[config.mk]
export PLATFORM = sky130hd
export DESIGN_NAME = pwm_param_calc
export DESIGN_NICKNAME = d
export VERILOG_FILES = /design/src/rtl/pwm_pkg.sv /design/src/rtl/pwm_div_seq.sv /design/src/rtl/pwm_param_calc.sv
export SDC_FILE = /design/constraint.sdc
export NUM_CORES = 1
export LEC_CHECK = 0
export BUFFER_PORTS_ARGS = -buffer_cell sky130_fd_sc_hd__buf_4
export CELL_PAD_IN_SITES_DETAIL_PLACEMENT = 1
export CELL_PAD_IN_SITES_GLOBAL_PLACEMENT = 1
export CORE_MARGIN = 10
export CORE_UTILIZATION = 32
export CTS_CLUSTER_DIAMETER = 80
export DETAILED_ROUTE_END_ITERATION = 8
export PLACE_DENSITY = 0.55
export REMOVE_ABC_BUFFERS = 1
export SYNTH_ARGS = -nofsm -noshare
export SYNTH_HDL_FRONTEND = slang
export SYNTH_SLANG_ARGS = --single-unit
[constraint.sdc]
create_clock -name clk -period 8.7 [get_ports clk]
set_clock_uncertainty 0.05 [all_clocks]
set_input_delay 0.87 -clock clk [delete_from_list [all_inputs] [get_ports clk]]
set_output_delay 0.87 -clock clk [all_outputs]
set_load 0.05 [all_outputs]
[src/rtl/pwm_pkg.sv]
// Shared constants and types for the PWM configuration front-end.
//   CNT_W      : width of period and threshold counts
//   DUTY_W     : width of the permille duty request
//   DUTY_SCALE : full-scale duty value (permille)
//   PROD_W     : width of the period * duty product
//   state_t    : sequencing states of pwm_param_calc
package pwm_pkg;

    localparam int unsigned CNT_W      = 28;
    localparam int unsigned DUTY_W     = 10;
    localparam int unsigned DUTY_SCALE = 1000;
    localparam int unsigned PROD_W     = CNT_W + DUTY_W;

    typedef enum logic [1:0] {
        IDLE = 2'd0,
        MUL  = 2'd1,
        DIV  = 2'd2,
        DONE = 2'd3
    } state_t;

endpackage

[src/rtl/pwm_div_seq.sv]
// Sequential restoring divider by a constant divisor, one quotient bit per
// cycle, MSB first.
//   clk, rst  : clock, asynchronous active-high reset
//   start     : begin a division (dividend must stay stable while busy)
//   dividend  : DIVIDEND_W-bit numerator
//   quotient  : QUOTIENT_W-bit truncated quotient, final after done_c's edge
//   done_c    : high during the cycle whose edge performs the last iteration
module pwm_div_seq #(
    parameter int unsigned DIVIDEND_W = 38,
    parameter int unsigned QUOTIENT_W = 38,
    parameter int unsigned DIVISOR    = 1000
) (
    input  logic                  clk,
    input  logic                  rst,
    input  logic                  start,
    input  logic [DIVIDEND_W-1:0] dividend,
    output logic [QUOTIENT_W-1:0] quotient,
    output logic                  done_c
);

    // Remainder stays below DIVISOR; one extra bit holds the shifted value.
    localparam int unsigned REM_W  = $clog2(DIVISOR) + 1;
    localparam int unsigned ITER_W = $clog2(DIVIDEND_W);

    logic              busy;
    logic [ITER_W-1:0] iter;
    logic [REM_W-1:0]  rem;
    logic [REM_W-1:0]  rem_sh;
    logic [REM_W-1:0]  rem_nx;
    logic [ITER_W-1:0] bit_idx;
    logic              fits;

    // One restoring step: shift in the next dividend bit, subtract if it fits.
    always_comb begin
        bit_idx = ITER_W'(DIVIDEND_W - 1) - iter;
        rem_sh  = (rem << 1) | REM_W'(dividend[bit_idx]);
        fits    = (rem_sh >= REM_W'(DIVISOR));
        rem_nx  = fits ? (rem_sh - REM_W'(DIVISOR)) : rem_sh;
        done_c  = busy && (iter == ITER_W'(DIVIDEND_W - 1));
    end

    // Iteration state; the counter saturates at its terminal value.
    always_ff @(posedge clk or posedge rst) begin
        if (rst) begin
            busy     <= 1'b0;
            iter     <= '0;
            rem      <= '0;
            quotient <= '0;
        end else if (start) begin
            busy     <= 1'b1;
            iter     <= '0;
            rem      <= '0;
            quotient <= '0;
        end else if (busy) begin
            rem      <= rem_nx;
            quotient <= (quotient << 1) | QUOTIENT_W'(fits);
            if (done_c) begin
                busy <= 1'b0;
            end else begin
                iter <= iter + ITER_W'(1);
            end
        end
    end

endmodule

[src/rtl/pwm_param_calc.sv]
// PWM configuration front-end: turns a period / permille duty request into
// the controller's period and high-time thresholds.
//   clk, rst        : clock, asynchronous active-high reset
//   cfg_vld/cfg_rdy : request handshake (accepted when both high)
//   cfg_period      : requested period N in clk cycles
//   cfg_duty        : requested duty D in permille (clamped to full scale)
//   cfg_err         : one-cycle pulse when a request with N < 2 is rejected
//   para_config_vld : one-cycle strobe when new thresholds are loaded
//   period_limit    : N-1
//   high_limit      : floor(N * min(D, DUTY_SCALE) / DUTY_SCALE)
module pwm_param_calc
    import pwm_pkg::*;
(
    input  logic              clk,
    input  logic              rst,
    input  logic              cfg_vld,
    output logic              cfg_rdy,
    input  logic [CNT_W-1:0]  cfg_period,
    input  logic [DUTY_W-1:0] cfg_duty,
    output logic              cfg_err,
    output logic              para_config_vld,
    output logic [CNT_W-1:0]  period_limit,
    output logic [CNT_W-1:0]  high_limit
);

    state_t              state;
    state_t              state_nx;
    logic [CNT_W-1:0]    cap_n;
    logic [DUTY_W-1:0]   cap_d;
    logic [PROD_W-1:0]   prod;
    logic [CNT_W-1:0]    quotient;
    logic                div_done_c;
    logic                start_c;
    logic                capture_c;
    logic [DUTY_W-1:0]   duty_clamp_c;
    logic                rdy_nx;
    logic                err_nx;
    logic                vld_nx;
    logic [CNT_W-1:0]    period_nx;
    logic [CNT_W-1:0]    high_nx;

    // Duty above full scale saturates silently.
    always_comb begin
        duty_clamp_c = (cfg_duty > DUTY_W'(DUTY_SCALE)) ? DUTY_W'(DUTY_SCALE) : cfg_duty;
    end

    // Next-state and registered-output values.
    always_comb begin
        state_nx  = state;
        err_nx    = 1'b0;
        vld_nx    = 1'b0;
        period_nx = period_limit;
        high_nx   = high_limit;
        start_c   = 1'b0;
        capture_c = 1'b0;
        case (state)
            IDLE: begin
                if (cfg_vld && cfg_rdy) begin
                    if (cfg_period < CNT_W'(2)) begin
                        err_nx = 1'b1;
                    end else begin
                        capture_c = 1'b1;
                        state_nx  = MUL;
                    end
                end
            end
            MUL: begin
                start_c  = 1'b1;
                state_nx = DIV;
            end
            DIV: begin
                if (div_done_c) begin
                    state_nx = DONE;
                end
            end
            DONE: begin
                period_nx = cap_n - CNT_W'(1);
                high_nx   = quotient;
                vld_nx    = 1'b1;
                state_nx  = IDLE;
            end
            default: begin
                state_nx = IDLE;
            end
        endcase
        rdy_nx = (state_nx == IDLE);
    end

    // State and output registers.
    always_ff @(posedge clk or posedge rst) begin
        if (rst) begin
            state           <= IDLE;
            cfg_rdy         <= 1'b1;
            cfg_err         <= 1'b0;
            para_config_vld <= 1'b0;
            period_limit    <= '0;
            high_limit      <= '0;
        end else begin
            state           <= state_nx;
            cfg_rdy         <= rdy_nx;
            cfg_err         <= err_nx;
            para_config_vld <= vld_nx;
            period_limit    <= period_nx;
            high_limit      <= high_nx;
        end
    end

    // Request capture and product register.
    always_ff @(posedge clk or posedge rst) begin
        if (rst) begin
            cap_n <= '0;
            cap_d <= '0;
            prod  <= '0;
        end else begin
            if (capture_c) begin
                cap_n <= cfg_period;
                cap_d <= duty_clamp_c;
            end
            if (state == MUL) begin
                prod <= PROD_W'(cap_n) * PROD_W'(cap_d);
            end
        end
    end

    // Quotient never exceeds N, so only CNT_W quotient bits are kept.
    pwm_div_seq #(
        .DIVIDEND_W (PROD_W),
        .QUOTIENT_W (CNT_W),
        .DIVISOR    (DUTY_SCALE)
    ) u_div (
        .clk      (clk),
        .rst      (rst),
        .start    (start_c),
        .dividend (prod),
        .quotient (quotient),
        .done_c   (div_done_c)
    );

endmodule

; Word-level counts from Yosys, hierarchy flattened
; Cells that the tools add are included.
[word_totals]
input_bits = 41
register_bits = 182
out_inout_bits = 59
wordCells = 61
[op_classes]
n_mux = 26
n_reduce_logical = 6
n_lt_le_gt_ge = 4
n_bitwise = 2
addsub = 4
eq_ne = 5
mul = 1
[ops]
columns = operator, count
row1 = 2-to-1 mux 28 bit, 2
row2 = 2-to-1 mux 10 bit, 4
row3 = multiplier 28 x 10 -> 38 bit, 1
row4 = less-than comparator 28 x 2 -> 1 bit (second input constant), 1
row5 = bitwise OR 28 x 1 -> 28 bit, 1
row6 = subtractor 28 x 1 -> 28 bit (second input constant), 1
row7 = 2-to-1 mux 6 bit, 3
row8 = 2-to-1 mux 1 bit, 12
row9 = greater-or-equal comparator 11 x 10 -> 1 bit (second input constant), 1
row10 = bitwise OR 11 x 1 -> 11 bit, 1
row11 = > comparator 10 bit (second input constant), 1
row12 = subtractor 10 bit (second input constant), 1
row13 = case mux 2 bit (4 select lines), 1
row14 = less-than comparator 6 x 7 -> 1 bit (second input constant), 1
row15 = adder 6 x 1 -> 6 bit (second input constant), 1
row16 = binary-select mux 1 bit (select 6 bit), 1
row17 = == test 6 bit (second input constant), 1
row18 = 2-to-1 mux 2 bit, 3
row19 = subtractor 6 bit (first input constant), 1
row20 = == test 2 bit (second input constant), 2
row21 = logical NOT 2 bit, 2
row22 = == test 2 x 1 -> 1 bit (second input constant), 1
row23 = logical AND 1 bit, 2
row24 = != test 2 x 1 -> 1 bit (second input constant), 1
row25 = other kinds (2), 2

; Logic depth before layout (Yosys ltp)
; Gate-level depths: netlist of the first run.
[depth]
word_depth = 8
ltp_mapped = 22
mapped_depth_nobuf = 20

; Cells and area by module
; A second synthesis of the first run with hierarchy kept.
[hier_totals]
hier_cells = 1735
area_unflattened_um2 = 16947.5
[by_module_without_submodules]
columns = mod, cells_per_inst, instances, area_per_inst_um2
row1 = pwm_param_calc, 1478, 1, 14395.1
row2 = pwm_div_seq, 257, 1, 2552.4

; Worst setup path before layout of the first run
; Ideal clock, no wire load.
[synth_path]
path_kind = flip-flop to flip-flop
start = register cap_d[3]
end = register prod[31]
path_stages_with_launch = 21
arrival_time_ns = 5.716
path_slack_ns = 2.809
path_buffers = 2
setup_time_ns = 0.125
t_required_ns = 8.525
cell_sequence = dfrtp_1 > clkbuf_1 > clkbuf_1 > nand2_1 > fa_1 > inv_1 > fa_1 > fa_1 > fa_1 > inv_1 > fa_1 > inv_1 > ha_1 > nand4_1 > a211oi_1 > a221oi_2 > a2111oi_2 > o21bai_1 > o311ai_1 > xor2_1 > mux2_2
[synth_between]
elab_chain_len = 1
[synth_rtl]
columns = element, line_no
row1 = from (decl), pwm_param_calc.sv:29  ; logic [DUTY_W-1:0] cap_d;
row2 = from (signal assigned), pwm_param_calc.sv:117  ; cap_d <= duty_clamp_c;
row3 = multiplier 28 x 10 -> 38 bit, pwm_param_calc.sv:120  ; prod <= PROD_W'(cap_n) * PROD_W'(cap_d);
row4 = to (signal assigned), pwm_param_calc.sv:120
row5 = to (decl), pwm_param_calc.sv:30  ; logic [PROD_W-1:0] prod;
; Every way passes these cells.
; A chain may end at the register's enable or synchronous reset.

; Final worst setup path of the first run
[layout_path]
start = register cap_d[9]
end = register prod[31]
; The elaborated chain is that of the path after synthesis.

==> results of run 1 <==
placed cells by master, fill, tap and decap left out, drive strengths merged, types with 11 or more instances in the layout:
cell type  instances
fa               206
inv              205
dfrtp            181
nand2            177
and2             148
buf              113
nor2             106
mux2              85
ha                83
a21oi             57
xnor2             35
o21ai             33
mux2i             30
xor2              23
nor3              20
a21o              17
clkbuf            17
nand3             16
nor4              16
a211oi            13
mux4              11
worst register-to-register path, delay by kind of cell, from the launching register on:
kind	cells	cell delay, ns
muxes	1	0.27
buffers and inverters	4	0.45
xor gates and xnor gates	1	0.10
AOI/OAI and AO/OA	5	1.54
DFF	1	0.60
and+or+nand+nor	2	0.26
adders and majority gates	6	2.96
layer usage:
metal | track usage [%] | up-vias
li1 | - | 5485
met1 | 18.1 | 6300
met2 | 25.8 | 92
met3 | 2.68 | 31
met4 | 4.03 | 2
met5 | 0 | -
flip-flops by register name (all words and copies together), names as in the netlist:
signal / flops
state: 2
cap_d: 10
u_div.quotient: 28
u_div.busy: 1
prod: 38
u_div.iter: 6
cfg_rdy: 1
para_config_vld: 1
cfg_err: 1
cap_n: 28
u_div.rem: 10
high_limit: 28
period_limit: 28
cells by family (layout without fill, tap and decap cells):
| kind of cell | count (synthesis) | count (layout) | share of synthesized area, % |
|---|---|---|---|
| AOI/OAI and AO/OA | 188 | 188 | 7.34 |
| xor gates and xnor gates | 58 | 58 | 3.03 |
| adders and majority gates | 289 | 289 | 30.8 |
| buffers and inverters | 294 | 342 | 6.70 |
| DFF | 182 | 182 | 27.2 |
| muxes | 126 | 126 | 9.14 |
| and+or+nand+nor | 533 | 533 | 15.8 |
synth_stat cells, types with 9 or more instances:
| library cell | instances |
|---|---|
| clkbuf_1 | 86 |
| nand2_1 | 177 |
| a21o_1 | 17 |
| nand4_1 | 9 |
| o211ai_1 | 10 |
| nor2_1 | 105 |
| dfrtp_1 | 181 |
| a21oi_1 | 57 |
| nor3_1 | 19 |
| xor2_1 | 23 |
| fa_1 | 206 |
| and2_1 | 147 |
| mux2i_1 | 30 |
| inv_1 | 197 |
| o21ai_0 | 29 |
| nor4_1 | 13 |
| ha_1 | 83 |
| nand3_1 | 16 |
| mux2_2 | 84 |
| xnor2_1 | 35 |
| buf_1 | 9 |
| a211oi_1 | 12 |
worst max-delay path by stage:
stage,start,to,slack (ns)
after floorplan,rst,cap_d[0],2.84
after global placement,cap_n[5],prod[31],2.46
after detailed placement,cap_d[9],prod[31],2.32
after CTS,cap_d[9],prod[31],2.31
after global routing,cap_d[9],prod[31],1.98
final,cap_d[9],prod[31],2.36
stage by stage:
stage	area, um^2	hold WS [ns]
after floorplan	16400	0.392
after global placement	18100	0.413
after detailed placement	18100	0.415
after CTS	18700	0.433
after global routing	18700	0.457
final	18700	0.430
final cells by class:
| cell class | count | area (um^2) |
|---|---|---|
| Timing Repair Buffer | 113 | 848 |
| Multi-Input combinational cell | 1194 | 11100 |
| Inverter | 197 | 747 |
| Clock buffer | 17 | 425 |
| Clock inverter | 15 | 214 |
| Fill cell | 5818 | 32900 |
| Tap cell | 680 | 851 |
| Sequential cell | 182 | 4560 |
==> summary.txt, run 1 <==
Synthesis
  • Register area share after synthesis: a little over a quarter
  • Post-synth EDFFs: 0
  • Ys Warns: 0
  • Mapped Avg Cell Area: 10.0 um^2
  • Syn Std Cell Area: approximately 17000 um^2
  • Synth top area cells: dfrtp_1, fa_1, ha_1, mux2_2, and2_1
  • FF+latch count, synth: ~180
  • Synth async-reset ratio: 100%
  • Yosys top cell area share: between 20% and 30%
  • Most used DFF post-synth: dfrtp_1
  • Unique masters post-synth: ~70
  • Gate Count Post-Synth: about 1700
  • Post-synth top area cell: dfrtp_1

Floorplan
  • Row Count: between 80 and 90
  • Die area: between 60000 and 70000 um^2
  • Die span in x: between 200 and 250 um
  • Core ar.: 51600 um^2
  • Ports: 100
  • Starting Density: about a third
  • Die Span Y: roughly 250 um

Place
  • DP Cell Count: 2366
  • GPL Wtd Cong: roughly 0.81
  • DPL Wire Length: 33500 um
  • PortBufs: just under 100
  • DP Worst Slack: 2.32 ns

Routing
  • DR vias/cell: approximately 5.0
  • Uppermost layer routed: met5
  • Met3 WL: 1060 um
  • 1st-iter DRT viols: 457
  • DRT Pass-1 Iters: 4
  • Met1 wire length: 19300 um
  • Met2 WL post-DR: 23600 um
  • WL final: ~45000 um
  • Vias: 11900
  • DRC violations left: 0
  • Detail Route Antenna Nets: 0
  • WL/cell: about 19 um

GRT
  • Total grt overflow: 0
  • Largest net degree at the start of global routing: 115
  • Global Route Usage Sum: 14.7%
  • First-pass GRT wire length: between 70000 and 80000 um
  • Vias in the first global route: approximately 13000
  • Initial antenna violation count: 1

Setup path
  • CP Max Fanout: 17
  • WP depth: 19
  • CP startpoint kind: register
  • Crit path cell chain: buf_4, nand2_1, fa_1, fa_1, inv_1, fa_1, fa_1, inv_1, fa_1, inv_1, ha_1, nand4_1, a211oi_1, a221oi_2, a2111oi_2, o21bai_1, o311ai_1, xor2_1, mux2_2
  • Reg2reg start: cap_d[9]
  • Critical Path AT: 6.67 ns
  • Worst R2R Setup Slack: approximately 2.4 ns
  • Critical-path top delay cell: dfrtp_1
  • Setup Crit Path Kind: register to register
  • Reg2Reg Depth: 19
  • RR Endpoint: prod[31]
  • Worst Setup End Kind: register
  • Delay-heaviest family, CP: adder cells
  • Most used cell, CP: fa_1
  • Crit-path max cell delay: roughly 0.60 ns
  • Bufs and invs on worst path: 4
  • CP required: 9.03 ns

Clock network
  • Register clock-pin slew on the reported worst setup and hold paths: roughly 0.080 ns
  • Setup Fix Bufs, Post-CTS: 0
  • CTS tree: built
  • Num CTS Buffers: 17
  • H-tree depth: 4
  • Post-CTS Resized: 0
  • Clock Tree Root: clkbuf_16
  • Clock Sinks: around 180
  • Worst skew pair latency: 0.50 ns
  • CTS Buffer Depth: 2
  • Cts hold-fix bufs: 0

Finish
  • Area growth syn-to-layout: 11.9%
  • Post-route core utilization: 36.3%
  • Layout cells sized above 1: between 10 and 15%
  • Post-layout net count: roughly 2000
  • Post-Layout Cell Count: 2398
  • Ant. Diodes: 0

Timing
  • Final Critical Period: roughly 6.3 ns
  • Period utilisation layout: between 70 and 80%
  • Final setup viols: 0
  • RSZ-0062 raised after global routing: false
  • Fin Setup TNS: 0 ns
  • Rel. slew slack: roughly 16%
  • Final worst slack: ~2.4 ns
  • Endpoints failing hold: 0
  • Fmax: 0.158 GHz
  • Worst-margin pin slew: about 1.3 ns
  • Slew Limit Fails: 0

Run status
  • Status: completed

Hold path
  • Hold Path Sink: prod[26]
  • Hold Crit Depth: 1
  • HP Start: prod[26]
  • HP Class: register to register

Job
  • Max Cap Viol: 0
Power of run 1 is left out: the tool's default activity adds up to more than one toggle a clock period on the data nets, which glitch-free logic cannot reach.
==> run 2: changes to the inputs <==
PLACE_DENSITY = 0.57   (was 0.55)
clock period = 5.4 ns   (was 8.7 ns; I/O delays follow)
==> summary.txt, run 2 (same netlist as run 1, synthesis figures left out) <==
Routing
  • Detail Route Antenna Nets: 0
  • DRT Pass-1 Iters: 4
  • Vias: between 10000 and 15000
  • DR vias/cell: a little under 5
  • WL/cell: 18.5 um
  • 1st-iter DRT viols: around 430
  • DRC violations left: 0
  • WL final: ~48000 um

GRT
  • Total grt overflow: 0
  • Largest net degree at the start of global routing: 86
  • Vias in the first global route: 14400
  • Met1 usage in global routing: about a fifth
  • Met2 Use GR: between 20 and 30%
  • Busiest grt layer: met2
  • Global Route Usage Sum: between 10% and 20%
  • First-pass GRT wire length: between 70000 and 80000 um
  • Met3 Use GR: about 2.7%
  • Initial antenna violation count: 1

Place
  • DP Worst Slack: -0.632 ns
  • Area after DPL: around 19000 um^2
  • GPL Wtd Cong: a little over 0.8
  • PortBufs: 99
  • DPL Wire Length: between 30000 and 40000 um

Finish
  • Max reg flops: 38
  • Cell area after layout: 21500 um^2
  • Largest Register: prod
  • Area growth syn-to-layout: 28.7%
  • Ant. Diodes: 0
  • Post-layout net count: roughly 2300
  • Layout cells sized above 1: around a third
  • Commonest non-fill, non-tap cell in the layout: buf_4
  • Most frequent cells in the layout: buf_4, fa_1, inv_1

Clock network
  • Clock Sinks: about 180
  • Clock Tree Root: clkbuf_16
  • Worst skew pair latency: just under 0.5 ns
  • CTS Buffer Depth: 2
  • Register clock-pin slew on the reported worst setup and hold paths: ~0.080 ns
  • Num CTS Buffers: 17
  • H-tree depth: 4
  • CTS tree: built

Floorplan
  • Starting Density: 32.5%
  • Core ar.: approximately 52000 um^2
  • Row Count: slightly above 80
  • Die Span Y: approximately 250 um
  • Die span in x: 249 um
  • Ports: 100
  • Die area: between 60000 and 70000 um^2

Job
  • Max Cap Viol: 0

Timing
  • Worst-margin pin slew: approximately 1.1 ns
  • Fin Setup TNS: -2.80 ns
  • Fmax: 0.177 GHz
  • Final Critical Period: between 5 and 6 ns
  • Period utilisation layout: 105%
  • RSZ-0062 raised after global routing: true
  • Slew Limit Fails: 0
  • Final worst slack: -0.255 ns
  • Endpoints failing hold: 0
  • Final setup viols: 18
  • Rel. slew slack: 29.4%
  • Final hold slack: around 0.015 ns

Setup path
  • CP startpoint kind: register
  • Worst Setup End Kind: register
  • CP Max Fanout: 5
  • CP required: 5.73 ns
  • Critical Path AT: between 5 and 6 ns
  • Setup Crit Path Kind: register to register

Hold path
  • HP Class: primary input to asynchronous set/reset pin

Run status
  • Status: finished, violations left
  • Violated checks: setup timing
==> run 2: metal layers <==
layer	part of all wire [%]	wire [um]
met2	51	24800
met1	45	21800
met4	1.2	597
met5	0	0
met3	2.7	1330
==> run 2: through the flow <==
step,utilization [%],instances
4_1_cts,41.1,2604
2_1_floorplan,-,1573
3_3_place_gp,37.5,2524
6_report,41.8,2615
3_5_place_dp,37.5,2524
5_1_grt,41.8,2615
==> run 2: layout make-up <==
type                            instances  area, um^2
Inverter                              197         747
Timing Repair Buffer                  330        2800
Sequential cell                       182        4580
Fill cell                            5718       30100
Tap cell                              680         851
Clock buffer                           18         429
Clock inverter                         14         158
Multi-Input combinational cell       1194       12000
==> run 2: path summary, 6_finish.rpt <==
check | startpoint | to | slack [ns] | depth (start not counted)
max reg2reg | cap_d[9] | prod[29] | -0.26 | 20
min in group clk | cfg_period[24] | cap_n[24] | 0.24 | 2
min reg2reg | prod[26] | prod[26] | 0.45 | 1
max in group asynchronous | rst | cap_n[19] | 4.03 | 3
max | cap_d[9] | prod[29] | -0.26 | 20
min | rst | period_limit[0] | 0.01 | 2
==> run 2: critical path: stages (launching register included) <==
cell	delay, ns
dfrtp_2	0.45
buf_12	0.14
and2_1	0.14
fa_1	0.50
fa_1	0.52
fa_1	0.51
fa_1	0.54
inv_2	0.04
fa_1	0.52
inv_2	0.05
ha_4	0.24
a21o_1	0.18
a21o_1	0.19
a221oi_4	0.37
a2111oi_4	0.12
buf_4	0.18
o21bai_4	0.23
buf_6	0.13
o21ai_2	0.05
xor2_1	0.15
mux2_2	0.26
==> run 2: repair_timing <==
| action | in CTS | in global routing |
|---|---|---|
| setup buffers | 51 | 13 |
| pin swaps | 144 | 64 |
| hold buffers | 0 | 0 |
| resized for setup | 195 | 60 |
| gates cloned | 2 | 0 |
| endpoints found under the setup margin | 23 | 26 |
Power of run 2 is left out for the same reason.
==> run 3: changes to the inputs <==
==> constraint.sdc (replaced) <==
create_clock -name clk -period 5.4 [get_ports clk]
set_clock_uncertainty 0.05 [all_clocks]
set_input_delay 0 -clock clk [delete_from_list [all_inputs] [get_ports clk]]
set_output_delay 0 -clock clk [all_outputs]
set_load 0.05 [all_outputs]
==> summary.txt, run 3 (same netlist as run 1, synthesis figures left out) <==
Run status
  • Status: finished, violations left
  • Violated checks: setup timing

Place
  • DPL Wire Length: 36300 um
  • GPL Wtd Cong: just over 0.8
  • PortBufs: slightly below 100
  • DP Worst Slack: -0.716 ns

Setup path
  • Setup Crit Path Kind: register to register
  • Worst setup path startpoint: cap_d[2]
  • Worst R2R Setup Slack: -0.27 ns
  • CP Max Fanout: 4
  • Critical Path AT: a little over 6 ns
  • Reg2Reg Depth: 22
  • RR Endpoint: prod[37]
  • Worst Setup End Kind: register
  • CP required: 5.77 ns
  • Reg2reg start: cap_d[2]
  • CP endpoint: prod[37]
  • CP startpoint kind: register

Timing
  • Rel. slew slack: slightly below 30%
  • Period utilisation layout: 105%
  • Endpoints failing hold: 0
  • Fin Setup TNS: -2.65 ns
  • Final worst slack: -0.267 ns
  • Fmax: between 0.15 and 0.2 GHz
  • Worst-margin pin slew: around 1.1 ns
  • Slew Limit Fails: 0
  • Final setup viols: 19
  • RSZ-0062 raised after global routing: true
  • Final Critical Period: 5.67 ns
  • Final hold slack: between 0.1 and 0.15 ns

GRT
  • First-pass GRT wire length: between 80000 and 90000 um
  • Global Route Usage Sum: between 10% and 20%
  • Initial antenna violation count: 1
  • Largest net degree at the start of global routing: between 100 and 150
  • Total grt overflow: 0
  • Vias in the first global route: ~14000

Finish
  • Layout cells sized above 1: roughly 31%
  • Post-route core utilization: a little over two fifths
  • Ant. Diodes: 0
  • Commonest non-fill, non-tap cell in the layout: buf_4
  • Max reg flops: 38
  • Post-layout net count: approximately 2300
  • Largest Register: prod
  • Area growth syn-to-layout: 30.1%
  • Most frequent cells in the layout: buf_4, fa_1, inv_1

Clock network
  • Register clock-pin slew on the reported worst setup and hold paths: around 0.08 ns
  • H-tree depth: 4
  • Clock Sinks: around 180
  • CTS tree: built
  • Clock Tree Root: clkbuf_16
  • Worst skew pair latency: between 0.4 and 0.5 ns
  • CTS Buffer Depth: 2
  • Num CTS Buffers: 17

Routing
  • 1st-iter DRT viols: between 400 and 500
  • DRC violations left: 0
  • WL/cell: approximately 19 um
  • DRT Pass-1 Iters: 5
  • Vias: approximately 13000
  • DR vias/cell: 4.88
  • Detail Route Antenna Nets: 0
  • WL final: 48900 um

Hold path
  • HP Class: primary input to register

Floorplan
  • Starting Density: between 30% and 40%
  • Die area: about 62000 um^2
  • Core ar.: roughly 52000 um^2
  • Die Span Y: 249 um
  • Die span in x: roughly 250 um
  • Row Count: 83
  • Ports: 100

Job
  • Max Cap Viol: 0
[run 3: layout make-up]
| cell class | count | area [um^2] |
|---|---|---|
| Sequential cell | 182 | 4580 |
| Tap cell | 680 | 851 |
| Inverter | 197 | 747 |
| Clock inverter | 14 | 166 |
| Multi-Input combinational cell | 1194 | 12000 |
| Timing Repair Buffer | 355 | 3020 |
| Clock buffer | 17 | 425 |
| Fill cell | 5740 | 29800 |
[run 3: worst max-delay path: stages (launching register included)]
cell,delay [ns]
dfrtp_2,0.43
buf_12,0.13
clkbuf_16,0.13
nand2_4,0.04
fa_1,0.51
inv_2,0.05
fa_1,0.55
fa_1,0.43
fa_1,0.52
inv_2,0.04
fa_1,0.51
inv_2,0.05
ha_4,0.26
nand4_1,0.13
a211oi_2,0.27
a221oi_2,0.13
a2111oi_4,0.35
buf_4,0.19
buf_4,0.13
o21ai_4,0.06
and3_4,0.21
or3_1,0.34
nand3_1,0.08
[run 3: per-layer routing]
metal | share of wire [%] | track usage [%] | vias to the layer above | wire length (um)
met3 | 2.5 | 2.44 | 39 | 1220
met1 | 45 | 20.8 | 6751 | 22200
met4 | 1.3 | 3.75 | 0 | 653
met2 | 51 | 27.2 | 124 | 24800
met5 | 0 | 0 | - | 0
li1 | - | - | 5967 | -
[run 3: worst min path at each step]
stage	start	end	slack [ns]	depth (start not counted)
finish	cfg_duty[4]	cap_d[4]	0.13	3
global route	cfg_duty[4]	cap_d[4]	0.09	3
CTS	cfg_duty[4]	cap_d[4]	0.03	3
detailed placement	cfg_period[0]	cap_n[0]	0.20	2
global placement	cfg_period[0]	cap_n[0]	0.19	2
floorplan	cfg_duty[0]	cap_d[0]	0.09	2
[run 3: metrics by stage]
stage          instance area, um^2  instances
4_1_cts                      21500       2627
3_3_place_gp                 19300       2521
6_report                     21800       2639
3_5_place_dp                 19300       2521
2_1_floorplan                16400       1573
5_1_grt                      21800       2639
[run 3: repair_timing]
action / 4_1_cts / 5_1_grt
setup endpoints to repair: 24 / 25
setup buffers: 40 / 13
cloned: 1 / 1
resized for setup: 202 / 43
hold buffers: 42 / 0
pin swaps: 168 / 53
endpoints found under the hold margin: 158 / 0
Power of run 3 is left out for the same reason.
